==> src/rtl/buyruk_onbellegi_if.sv <==
`default_nettype none
// ============================================================================
//  Module      : buyruk_onbellegi_if
//  Description : Fetch-side request/response and main-memory refill signals
//                of the instruction cache, bundled with cache/environment
//                modports. Suffixes are from the cache's point of view.
//  Revision    : 1.0 - initial release
// ============================================================================
interface buyruk_onbellegi_if;
  // fetch stage side
  logic        getir_istek_i;
  logic [31:0] getir_ps_i;
  logic        getir_gecerli_o;
  logic [31:0] getir_deger_o;
  logic        getir_iptal_i;
  logic        temizle_i;
  // main memory side
  logic        bellek_istek_o;
  logic [31:0] bellek_adres_o;
  logic        bellek_gecerli_i;
  logic [31:0] bellek_deger_i;

  // the cache itself
  modport slave (
    input  getir_istek_i, getir_ps_i, getir_iptal_i, temizle_i,
    input  bellek_gecerli_i, bellek_deger_i,
    output getir_gecerli_o, getir_deger_o, bellek_istek_o, bellek_adres_o
  );

  // fetch stage plus memory arbiter
  modport master (
    output getir_istek_i, getir_ps_i, getir_iptal_i, temizle_i,
    output bellek_gecerli_i, bellek_deger_i,
    input  getir_gecerli_o, getir_deger_o, bellek_istek_o, bellek_adres_o
  );
endinterface
`default_nettype wire

==> src/rtl/buyruk_onbellegi.sv <==
`default_nettype none
// ============================================================================
//  Module      : buyruk_onbellegi
//  Description : Direct-mapped read-only instruction cache. Hits answer one
//                cycle after acceptance; misses refill a whole line from word
//                0 upward, one memory request outstanding at a time.
//                Supports full invalidation and branch-redirect cancellation.
//  Revision    : 1.0 - initial release
// ============================================================================
module buyruk_onbellegi #(
  parameter int SATIR_SAYISI = 16,
  parameter int SATIR_KELIME = 4
) (
  input  wire logic         clk_i,
  input  wire logic         rst_i,   // asynchronous, active-low
  buyruk_onbellegi_if.slave bus
);

  localparam int O = $clog2(SATIR_KELIME);
  localparam int I = $clog2(SATIR_SAYISI);
  localparam int T = 30 - O - I;

  typedef enum logic [1:0] {
    BOSTA  = 2'd0,
    DOLDUR = 2'd1,
    YANIT  = 2'd2
  } durum_e;

  durum_e              durum_q, durum_d;
  logic [29:0]         ps_q, ps_d;          // latched word address
  logic [O-1:0]        sayac_q, sayac_d;
  logic                iptal_q, iptal_d;
  logic                temizle_bekle_q, temizle_bekle_d;
  logic                gecerli_q, gecerli_d;
  logic [31:0]         deger_q, deger_d;
  logic                bellek_istek_q, bellek_istek_d;
  logic [31:0]         bellek_adres_q, bellek_adres_d;
  logic [SATIR_SAYISI-1:0] satir_gecerli_q;

  logic [T-1:0]        etiket_q [SATIR_SAYISI];
  logic [31:0]         veri_q   [SATIR_SAYISI*SATIR_KELIME];

  // incoming address split
  logic [O-1:0]        giris_ofset;
  logic [I-1:0]        giris_indeks;
  logic [T-1:0]        giris_etiket;
  logic                isabet;

  // latched address split
  logic [I-1:0]        kayit_indeks;
  logic [O-1:0]        kayit_ofset;
  logic [T-1:0]        kayit_etiket;
  logic [O-1:0]        sayac_art;
  logic                son_kelime;

  // array control strobes
  logic                hepsini_sil;
  logic                kelime_yaz;
  logic                satir_kur;

  assign giris_ofset  = bus.getir_ps_i[O+1:2];
  assign giris_indeks = bus.getir_ps_i[O+I+1:O+2];
  assign giris_etiket = bus.getir_ps_i[31:O+I+2];
  assign isabet       = satir_gecerli_q[giris_indeks] &&
                        (etiket_q[giris_indeks] == giris_etiket);

  assign kayit_ofset  = ps_q[O-1:0];
  assign kayit_indeks = ps_q[O+I-1:O];
  assign kayit_etiket = ps_q[29:O+I];
  assign sayac_art    = sayac_q + {{(O-1){1'b0}}, 1'b1};
  assign son_kelime   = (sayac_q == {O{1'b1}});

  // A redirect in the response cycle itself still suppresses the pulse.
  assign bus.getir_gecerli_o = gecerli_q & ~bus.getir_iptal_i;
  assign bus.getir_deger_o   = deger_q;
  assign bus.bellek_istek_o  = bellek_istek_q;
  assign bus.bellek_adres_o  = bellek_adres_q;

  // Next-state, refill sequencing and array strobes.
  always_comb begin
    durum_d         = durum_q;
    ps_d            = ps_q;
    sayac_d         = sayac_q;
    iptal_d         = iptal_q;
    temizle_bekle_d = temizle_bekle_q | bus.temizle_i;
    gecerli_d       = 1'b0;
    deger_d         = deger_q;
    bellek_istek_d  = bellek_istek_q;
    bellek_adres_d  = bellek_adres_q;
    hepsini_sil     = 1'b0;
    kelime_yaz      = 1'b0;
    satir_kur       = 1'b0;

    unique case (durum_q)
      BOSTA: begin
        iptal_d = 1'b0;
        if (temizle_bekle_q || bus.temizle_i) begin
          // invalidation takes the cycle; any request waits for the next one
          hepsini_sil     = 1'b1;
          temizle_bekle_d = 1'b0;
        end else if (bus.getir_istek_i) begin
          ps_d = bus.getir_ps_i[31:2];
          if (isabet) begin
            durum_d   = YANIT;
            gecerli_d = 1'b1;
            deger_d   = veri_q[{giris_indeks, giris_ofset}];
          end else begin
            durum_d        = DOLDUR;
            sayac_d        = '0;
            bellek_istek_d = 1'b1;
            bellek_adres_d = {giris_etiket, giris_indeks, {O{1'b0}}, 2'b00};
          end
        end
      end

      DOLDUR: begin
        if (bus.getir_iptal_i) begin
          iptal_d = 1'b1;
        end
        if (bus.bellek_gecerli_i) begin
          kelime_yaz = 1'b1;
          if (sayac_q == kayit_ofset) begin
            deger_d = bus.bellek_deger_i;
          end
          if (son_kelime) begin
            satir_kur      = 1'b1;
            bellek_istek_d = 1'b0;
            sayac_d        = '0;
            durum_d        = YANIT;
            gecerli_d      = ~(iptal_q | bus.getir_iptal_i);
          end else begin
            sayac_d        = sayac_art;
            bellek_adres_d = {kayit_etiket, kayit_indeks, sayac_art, 2'b00};
          end
        end
      end

      YANIT: begin
        if (bus.getir_iptal_i) begin
          iptal_d = 1'b1;
        end
        durum_d = BOSTA;
      end

      default: begin
        durum_d = BOSTA;
      end
    endcase
  end

  // Control registers and line valid bits.
  always_ff @(posedge clk_i or negedge rst_i) begin
    if (!rst_i) begin
      durum_q         <= BOSTA;
      ps_q            <= '0;
      sayac_q         <= '0;
      iptal_q         <= 1'b0;
      temizle_bekle_q <= 1'b0;
      gecerli_q       <= 1'b0;
      deger_q         <= '0;
      bellek_istek_q  <= 1'b0;
      bellek_adres_q  <= '0;
      satir_gecerli_q <= '0;
    end else begin
      durum_q         <= durum_d;
      ps_q            <= ps_d;
      sayac_q         <= sayac_d;
      iptal_q         <= iptal_d;
      temizle_bekle_q <= temizle_bekle_d;
      gecerli_q       <= gecerli_d;
      deger_q         <= deger_d;
      bellek_istek_q  <= bellek_istek_d;
      bellek_adres_q  <= bellek_adres_d;
      if (hepsini_sil) begin
        satir_gecerli_q <= '0;
      end else if (satir_kur) begin
        satir_gecerli_q[kayit_indeks] <= 1'b1;
      end
    end
  end

  // Tag and data storage; contents are meaningless until the valid bit is set.
  always_ff @(posedge clk_i) begin
    if (kelime_yaz) begin
      veri_q[{kayit_indeks, sayac_q}] <= bus.bellek_deger_i;
    end
    if (satir_kur) begin
      etiket_q[kayit_indeks] <= kayit_etiket;
    end
  end

endmodule
`default_nettype wire

==> src/flat_wrapper.sv <==
// flat-port wrapper written by rule: the top's interface ports become plain ports
module buyruk_onbellegi_flat 
#(
  parameter int SATIR_SAYISI = 16,
  parameter int SATIR_KELIME = 4
)
  (clk_i, rst_i, bus_getir_istek_i, bus_getir_ps_i, bus_getir_iptal_i, bus_temizle_i, bus_bellek_gecerli_i, bus_bellek_deger_i, bus_getir_gecerli_o, bus_getir_deger_o, bus_bellek_istek_o, bus_bellek_adres_o);
  buyruk_onbellegi_if bus_i ();
  input  wire logic clk_i;
  input  wire logic rst_i;
  input wire logic [$bits(bus_i.getir_istek_i)-1:0] bus_getir_istek_i;
  input wire logic [$bits(bus_i.getir_ps_i)-1:0] bus_getir_ps_i;
  input wire logic [$bits(bus_i.getir_iptal_i)-1:0] bus_getir_iptal_i;
  input wire logic [$bits(bus_i.temizle_i)-1:0] bus_temizle_i;
  input wire logic [$bits(bus_i.bellek_gecerli_i)-1:0] bus_bellek_gecerli_i;
  input wire logic [$bits(bus_i.bellek_deger_i)-1:0] bus_bellek_deger_i;
  output wire logic [$bits(bus_i.getir_gecerli_o)-1:0] bus_getir_gecerli_o;
  output wire logic [$bits(bus_i.getir_deger_o)-1:0] bus_getir_deger_o;
  output wire logic [$bits(bus_i.bellek_istek_o)-1:0] bus_bellek_istek_o;
  output wire logic [$bits(bus_i.bellek_adres_o)-1:0] bus_bellek_adres_o;
  assign bus_i.getir_istek_i = bus_getir_istek_i;
  assign bus_i.getir_ps_i = bus_getir_ps_i;
  assign bus_i.getir_iptal_i = bus_getir_iptal_i;
  assign bus_i.temizle_i = bus_temizle_i;
  assign bus_i.bellek_gecerli_i = bus_bellek_gecerli_i;
  assign bus_i.bellek_deger_i = bus_bellek_deger_i;
  assign bus_getir_gecerli_o = bus_i.getir_gecerli_o;
  assign bus_getir_deger_o = bus_i.getir_deger_o;
  assign bus_bellek_istek_o = bus_i.bellek_istek_o;
  assign bus_bellek_adres_o = bus_i.bellek_adres_o;
  buyruk_onbellegi #(.SATIR_SAYISI(SATIR_SAYISI), .SATIR_KELIME(SATIR_KELIME)) u_core (.clk_i(clk_i), .rst_i(rst_i), .bus(bus_i));
endmodule
==> config.mk <==
export PLATFORM = sky130hd
export DESIGN_NAME = buyruk_onbellegi_flat
export DESIGN_NICKNAME = d
export VERILOG_FILES = /design/src/rtl/buyruk_onbellegi_if.sv /design/src/rtl/buyruk_onbellegi.sv /design/src/flat_wrapper.sv
export SDC_FILE = /design/constraint.sdc
export NUM_CORES = 2
export LEC_CHECK = 0
export CORE_AREA = 2 2 471 473
export DETAILED_ROUTE_END_ITERATION = 6
export DIE_AREA = 0 0 473 475
export PLACE_DENSITY = 0.67
export SETUP_SLACK_MARGIN = 0.3
export SLEW_MARGIN = 20
export SYNTH_ARGS = -nofsm -noshare
export SYNTH_HDL_FRONTEND = slang
export SYNTH_SLANG_ARGS = --single-unit
export TNS_END_PERCENT = 30
==> constraint.sdc <==
create_clock -name clk_i -period 4.76 [get_ports clk_i]
set_clock_uncertainty 0.2 [all_clocks]
set_input_delay 0.714 -clock clk_i [delete_from_list [all_inputs] [get_ports clk_i]]
set_output_delay 0.714 -clock clk_i [all_outputs]
set_load 0.1 [all_outputs]
======== After elaboration in Yosys (flattened, before gate mapping) ========
Memories as Yosys holds them, arrays and structs flattened.
Cells that the tools add are included.
storage, ports and cells
  memories ................................ 2
  flip-flop bits (word level) ............. 118
  logic and storage cells ................. 109
  RAM bits ................................ 2432
  output and inout bits ................... 66
operators by class
  $add $sub $neg .......................... 1
  multiplexer cells ....................... 57
  order comparisons ....................... 3
  reduce and logical (&&, ||, !) cells .... 15
  equality and inequality tests ........... 14
  bitwise operators ....................... 7
memories
  memory           words  width  read ports  clocked after memory_dff  write ports  RTL line                RTL
  u_core.veri_q    64     32     1           0                         1            buyruk_onbellegi.sv:41  logic [31:0] veri_q [SATIR_SAYISI*SATIR_KELIME];
  u_core.etiket_q  16     24     1           0                         1            buyruk_onbellegi.sv:40  logic [T-1:0] etiket_q [SATIR_SAYISI];
operators with widths
  cell                   count
  $mux W32               10
  $pmux W32 S2           2
  $mux W16               2
  $mux W1                26
  $eq A24 B24 Y1         1
  $mux W2                10
  $reduce_and A6 Y1      3
  $or A16 B16 Y16        1
  $lt A4 B5 Y1 const B   2
  $ne A2 B2 Y1 const B   5
  $ne A2 B1 Y1 const B   4
  $pmux W2 S2            2
  $pmux W1 S2            3
  $reduce_bool A2 Y1     3
  $reduce_and A5 Y1      1
  $bmux W1 S4            1
  $demux W1 S4           1
  $eq A2 B2 Y1 const B   2
  $ge A4 B1 Y1 const B   1
  $reduce_and A4 Y1      1
  $not A1 Y1             3
  $reduce_and A3 Y1      1
  $add A2 B1 Y2 const B  1
  $eq A2 B1 Y1 const B   1
  8 further kinds        10

======== Longest topological paths before layout ========
  word-level depth ........................ 7
  mapped depth ............................ 16
  mapped depth without buffers ............ 9

======== Worst setup path after synthesis ========
OpenSTA, ideal clock, no wires.
  kind .................................... flip-flop to flip-flop
  start point ............................. register u_core.durum_q[1]
  end point ............................... memory u_core.veri_q[24][0], enable pin
  setup time .............................. 0.461 ns
  period minus slack after synthesis ...... 4.264 ns
  setup slack ............................. 0.496 ns
  data required time ...................... 4.099 ns
  data arrival time ....................... 3.603 ns
  cell stages (with the launch flop) ...... 8
  cells stage by stage .................... dfrtp_1 -> inv_1 -> ha_1 -> clkbuf_1 -> nand2_1 -> nor2_1 -> nand2_1 -> nor3_1
on the way
  cells in the longest elaborated chain, start to end .. 4
ends and longest elaborated chain
  item                           RTL line                 RTL
  from (decl)                    buyruk_onbellegi.sv:29   durum_e durum_q, durum_d;
  from (signal assigned)         buyruk_onbellegi.sv:165  durum_q <= durum_d;
  $eq A2 B1 Y1                   buyruk_onbellegi.sv:94   unique case (durum_q)
  $mux W1                        buyruk_onbellegi.sv:94
  $mux W1                        buyruk_onbellegi.sv:184  if (kelime_yaz) begin
  $mux W1 (not written as such)  buyruk_onbellegi.sv:185  veri_q[{kayit_indeks, sayac_q}] <= bus.bellek_deger_i;
  to (decl)                      buyruk_onbellegi.sv:41
No other way between the ends.

======== Final worst setup path ========
  start point ............................. input bus_getir_ps_i[6]
  end point ............................... register u_core.bellek_adres_q[25], in the netlist u_core.bus.bellek_adres_o[25]
on the way
  cells in the longest elaborated chain, start to end .. 5
  elaborated cells between the ends (all ways) .. 7
  classes of those cells .................. eq/ne (2); mux (2); reduce/logical (2); memory (1)
ends and longest elaborated chain
  item                                                   RTL line                                        RTL
  from (decl)                                            flat_wrapper.sv:12                              input wire logic [$bits(bus_i.getir_ps_i)-1:0] bus_getir_ps_i;
  $mem_v2 Z16 W24 / $bmux W1 S4 (equally long branches)  --
  $eq A24 B24 Y1 / $mux W1 (equally long branches)       buyruk_onbellegi.sv:65, buyruk_onbellegi.sv:64
  $logic_and A1 B1 Y1 *                                  buyruk_onbellegi.sv:64                          assign isabet = satir_gecerli_q[giris_indeks] &&
  $ne A2 B2 Y1 (no source line) *                        --
  $reduce_and A6 Y1 (no source line) *                   --
  to (signal assigned)                                   buyruk_onbellegi.sv:173                         bellek_adres_q <= bellek_adres_d;
  to (decl)                                              buyruk_onbellegi.sv:37                          logic [31:0] bellek_adres_q, bellek_adres_d;
Mark *: on every way between the ends. The rest lies on a longest branch, timed or not. The select of a mux whose other input is x is not followed.
A chain may end at the register's enable or synchronous reset.

==> summary.md <==
| Metric | Value |
|---|---|
| Starting density of the core | 0.449 |
| Most frequent cells in the layout | edfxtp_1 (2,432), mux4_2 (752), clkbuf_16 (240) |
| Hold Startpoint | bus_bellek_deger_i[5] |
| Most common cell after layout, fill and taps aside | edfxtp_1 |
| Buffers on Ports | 131 |
| Clock Tree Root | clkbuf_16 |
| Setup-failing EPs final | 0 |
| Peak supply drop | 0.369 mV |
| Synth-to-Final Area Change | 15.2% |
| Synthesis warning total | 0 |
| Fin crit share | 0.784 |
| Routed WL | 232 mm |
| Main synth FF type | edfxtp_1 |
| Final HPWL DP | 127 mm |
| WP buf/inv | 3 |
| TritonRoute pass-1 iters | 5 |
| Crit-path slowest cell | buf_4 |
| Wire per inst | 30.8 um |
| Worst-margin pin slew | 1.05 ns |
| Post-synth EDFFs | 2,432 |
| Total gr overflow | 0 |
| Top Ports | 136 |
| Worst path max stage delay | 0.78 ns |
| Critical path launch point | bus_getir_ps_i[6] |
| Seq pwr share | 0.506 |
| Max Freq | 0.268 GHz |
| Critical Path End Type | flop |
| CTS Buf Count | 239 |
| Placed Area | 105,000 um^2 |
| Worst hold path class | in -> reg |
| Critical path depth | 11 |
| Vias/cell | 6.01 |
| Critical Path AT | 4.23 ns |
| Final min period | 3.73 ns |
| Sw Share | 0.262 |
| Layout Cells excl Fill | 7,517 |
| NetSw | 13.8 mW |
| Max-slew violations | 0 |
| CP Launch Type | input pin |
| Clock power frac | 0.363 |
| Post-layout instance area | 113,000 um^2 |
| Flops & latches, synth | 2,548 |
| GPL Wtd Cong | 0.790 |
| Worst R2R Setup Slack | 1.12 ns |
| Reg-to-Reg End | u_core.bus.getir_deger_o[14] |
| Largest net degree at the start of global routing | 66 |
| Post-placement cell count | 7,061 |
| Cell row count | 172 |
| Clock Latency Late Sink | 0.89 ns |
| Routed Antenna Nets | 0 |
| Status | complete, no violations |
| Seq/Total Area, Yosys | 0.772 |
| Post-CTS setup buffers | 0 |
| Number of global-route vias before repair | 46,180 |
| FF-to-FF Start | u_core.etiket_q[12][20] |
| Combinational share of power | 0.131 |
| WP data required | 5.26 ns |
| Final Hold Viols | 0 |
| Critical Path Fanout Max | 47 |
| Syn Std Cell Area | 98,300 um^2 |
| Internal power | 38.9 mW |
| Overall Global Routing Usage | 0.207 |
| Clock buffer depth | 3 |
| Leak pwr | 35.7 nW |
| Core area | 219,000 um^2 |
| DRC Markers | 0 |
| Setup TNS | 0 ns |
| WS Path Type | in -> reg |
| Die X | 473 um |
| CTS tree | yes |
| Yosys cell types | 59 |
| Synthesized area per cell | 24.2 um^2 |
| Final core occ | 0.517 |
| Critical Path End | u_core.bus.bellek_adres_o[25] |
| Power per cell area | 465 nW/um^2 |
| Hold Path Stages | 1 |
| Most used cell, CP | mux2i_1 |
| Total clock sinks | 2,548 |
| Final worst slack | 1.03 ns |
| Die height | 475 um |
| Clock transition at the registers of the reported paths | 0.06 ns |
| Worst r2r path cells | 9 |
| First-pass GRT wire length | 334 mm |
| Initial antenna violation count | 12 |
| DR vias | 45,212 |
| Synth Instances | 4,056 |
| Fin nets | 4,508 |
| Total power | 52.7 mW |
| Max_cap viols | 0 |
| Initial DRC count | 5,714 |
| Die ar. | 225,000 um^2 |
| Final hold slack | 0.0628 ns |
| RSZ-0062 raised after global routing | no |
| Pre-CTS setup slack | 0.165 ns |
| FFs w/ async S/R, synth | 0.0455 |
| Slew HR | 0.295 |
| Worst-path cell chain | buf_8 -> buf_4 -> mux2i_1 -> mux2i_1 -> xnor2_1 -> o2111a_1 -> nand4_1 -> nor4_4 -> a211oi_4 -> buf_12 -> mux2_2 |
| CP top delay family | buffers and inverters |
| H-tree depth | 4 |
| Ratio of cells with drive above 1 in the final layout | 0.352 |
[worst register-to-register path, stage by stage, from the launching register on]
cell and delay [ns]:
edfxtp_1 0.37, mux4_2 0.49, mux4_2 0.50, xnor2_1 0.45, nand2_1 0.11, or4_4 0.44
nor4_4 0.30, o21ai_4 0.17, buf_12 0.22, mux2_4 0.34
[layer usage]
| layer | vias up | wire length, um | GRT usage |
|---|---|---|---|
| li1 | 18180 | - | - |
| met1 | 24789 | 94200 | 0.291 |
| met2 | 1915 | 115000 | 0.338 |
| met3 | 326 | 17400 | 0.0358 |
| met4 | 2 | 5550 | 0.0561 |
| met5 | - | 8 | 0 |
[registers in the layout, indices dropped and copies added, names as in the netlist]
name / flops
u_core.bus.bellek_istek_o: 1
u_core.temizle_bekle_q: 1
u_core.ps_q: 30
u_core.bus.bellek_adres_o: 30
u_core.bus.getir_deger_o: 32
u_core.sayac_q: 2
u_core.gecerli_q: 1
u_core.satir_gecerli_q: 16
u_core.iptal_q: 1
u_core.durum_q: 2
u_core.etiket_q: 384
u_core.veri_q: 2048
[how the worst min path moves through the flow]
stage                                               end
after floorplan           u_core.bus.bellek_adres_o[10]
after global placement       u_core.satir_gecerli_q[15]
after detailed placement      u_core.satir_gecerli_q[1]
after CTS                          u_core.veri_q[24][5]
after global routing               u_core.veri_q[24][5]
final                              u_core.veri_q[24][5]
[power groups by stage]
| stage | combinational, mW | sequential [mW] | clock, mW |
|---|---|---|---|
| final | 6.90 | 26.6 | 19.1 |
| after global routing | 7.19 | 26.7 | 20.4 |
| after CTS | 6.94 | 26.6 | 19.4 |
| after detailed placement | 6.92 | 27.1 | 0 |
| after global placement | 6.83 | 27.0 | 0 |
| after floorplan | 2.81 | 28.6 | 0 |
[cell type report]
class / count / area [um^2]
fillers: 16605 / 106000
flip-flops and latches: 2548 / 75900
multi-input cells: 1288 / 22000
clock buffers: 308 / 6410
repair buffers: 351 / 3700
well taps: 2871 / 3590
clock inverters: 142 / 1580
inverters: 7 / 26.3
diodes: 2 / 5.00
[timing repair]
item                       4_1_cts  5_1_grt
setup endpoints to repair        0        0
hold buffers                     4        0
gates resized for setup          0        0
hold endpoints to repair        98        0
[synth_stat cells, drive strengths merged, types with 2 or more instances]
library cell	number	area (um^2)
a211o	10	87.6
a211oi	6	55.1
a21o	2	15.0
a21oi	3	15.0
a221oi	4	35.0
a31o	2	17.5
and2	2	12.5
and3	3	18.8
buf	106	569
clkbuf	108	405
dfrtp	116	2900
edfxtp	2432	73000
ha	3	37.5
inv	7	26.3
mux2	163	1950
mux2i	59	591
mux4	752	16900
nand2	33	124
nand2b	7	43.8
nand3	8	40.0
nand3b	2	15.0
nand4	6	37.5
nor2	100	375
nor2b	18	113
nor3	3	15.0
nor4	4	55.1
o21a	18	135
o21ai	7	38.8
o221a	10	113
o22ai	6	37.5
o31ai	2	15.0
or2	2	12.5
or3	5	31.3
xnor2	22	200
xor2	12	105
[logic make-up (layout without fill, tap and decap cells)]
| kind of cell | Yosys count | after routing | share of synthesized area |
|---|---|---|---|
| DFF | 2548 | 2548 | 0.772 |
| muxes | 974 | 974 | 0.198 |
| buffers and inverters | 221 | 808 | 0.0102 |
| and+or+nand+nor | 195 | 195 | 0.00929 |
| AOI/OAI and AO/OA | 80 | 80 | 0.00666 |
| xor gates and xnor gates | 34 | 34 | 0.00311 |
| adders and majority gates | 3 | 3 | 0.000382 |
| other | 1 | 4 | 0.0000381 |
No activity file was read; power rests on OpenSTA's default activity.
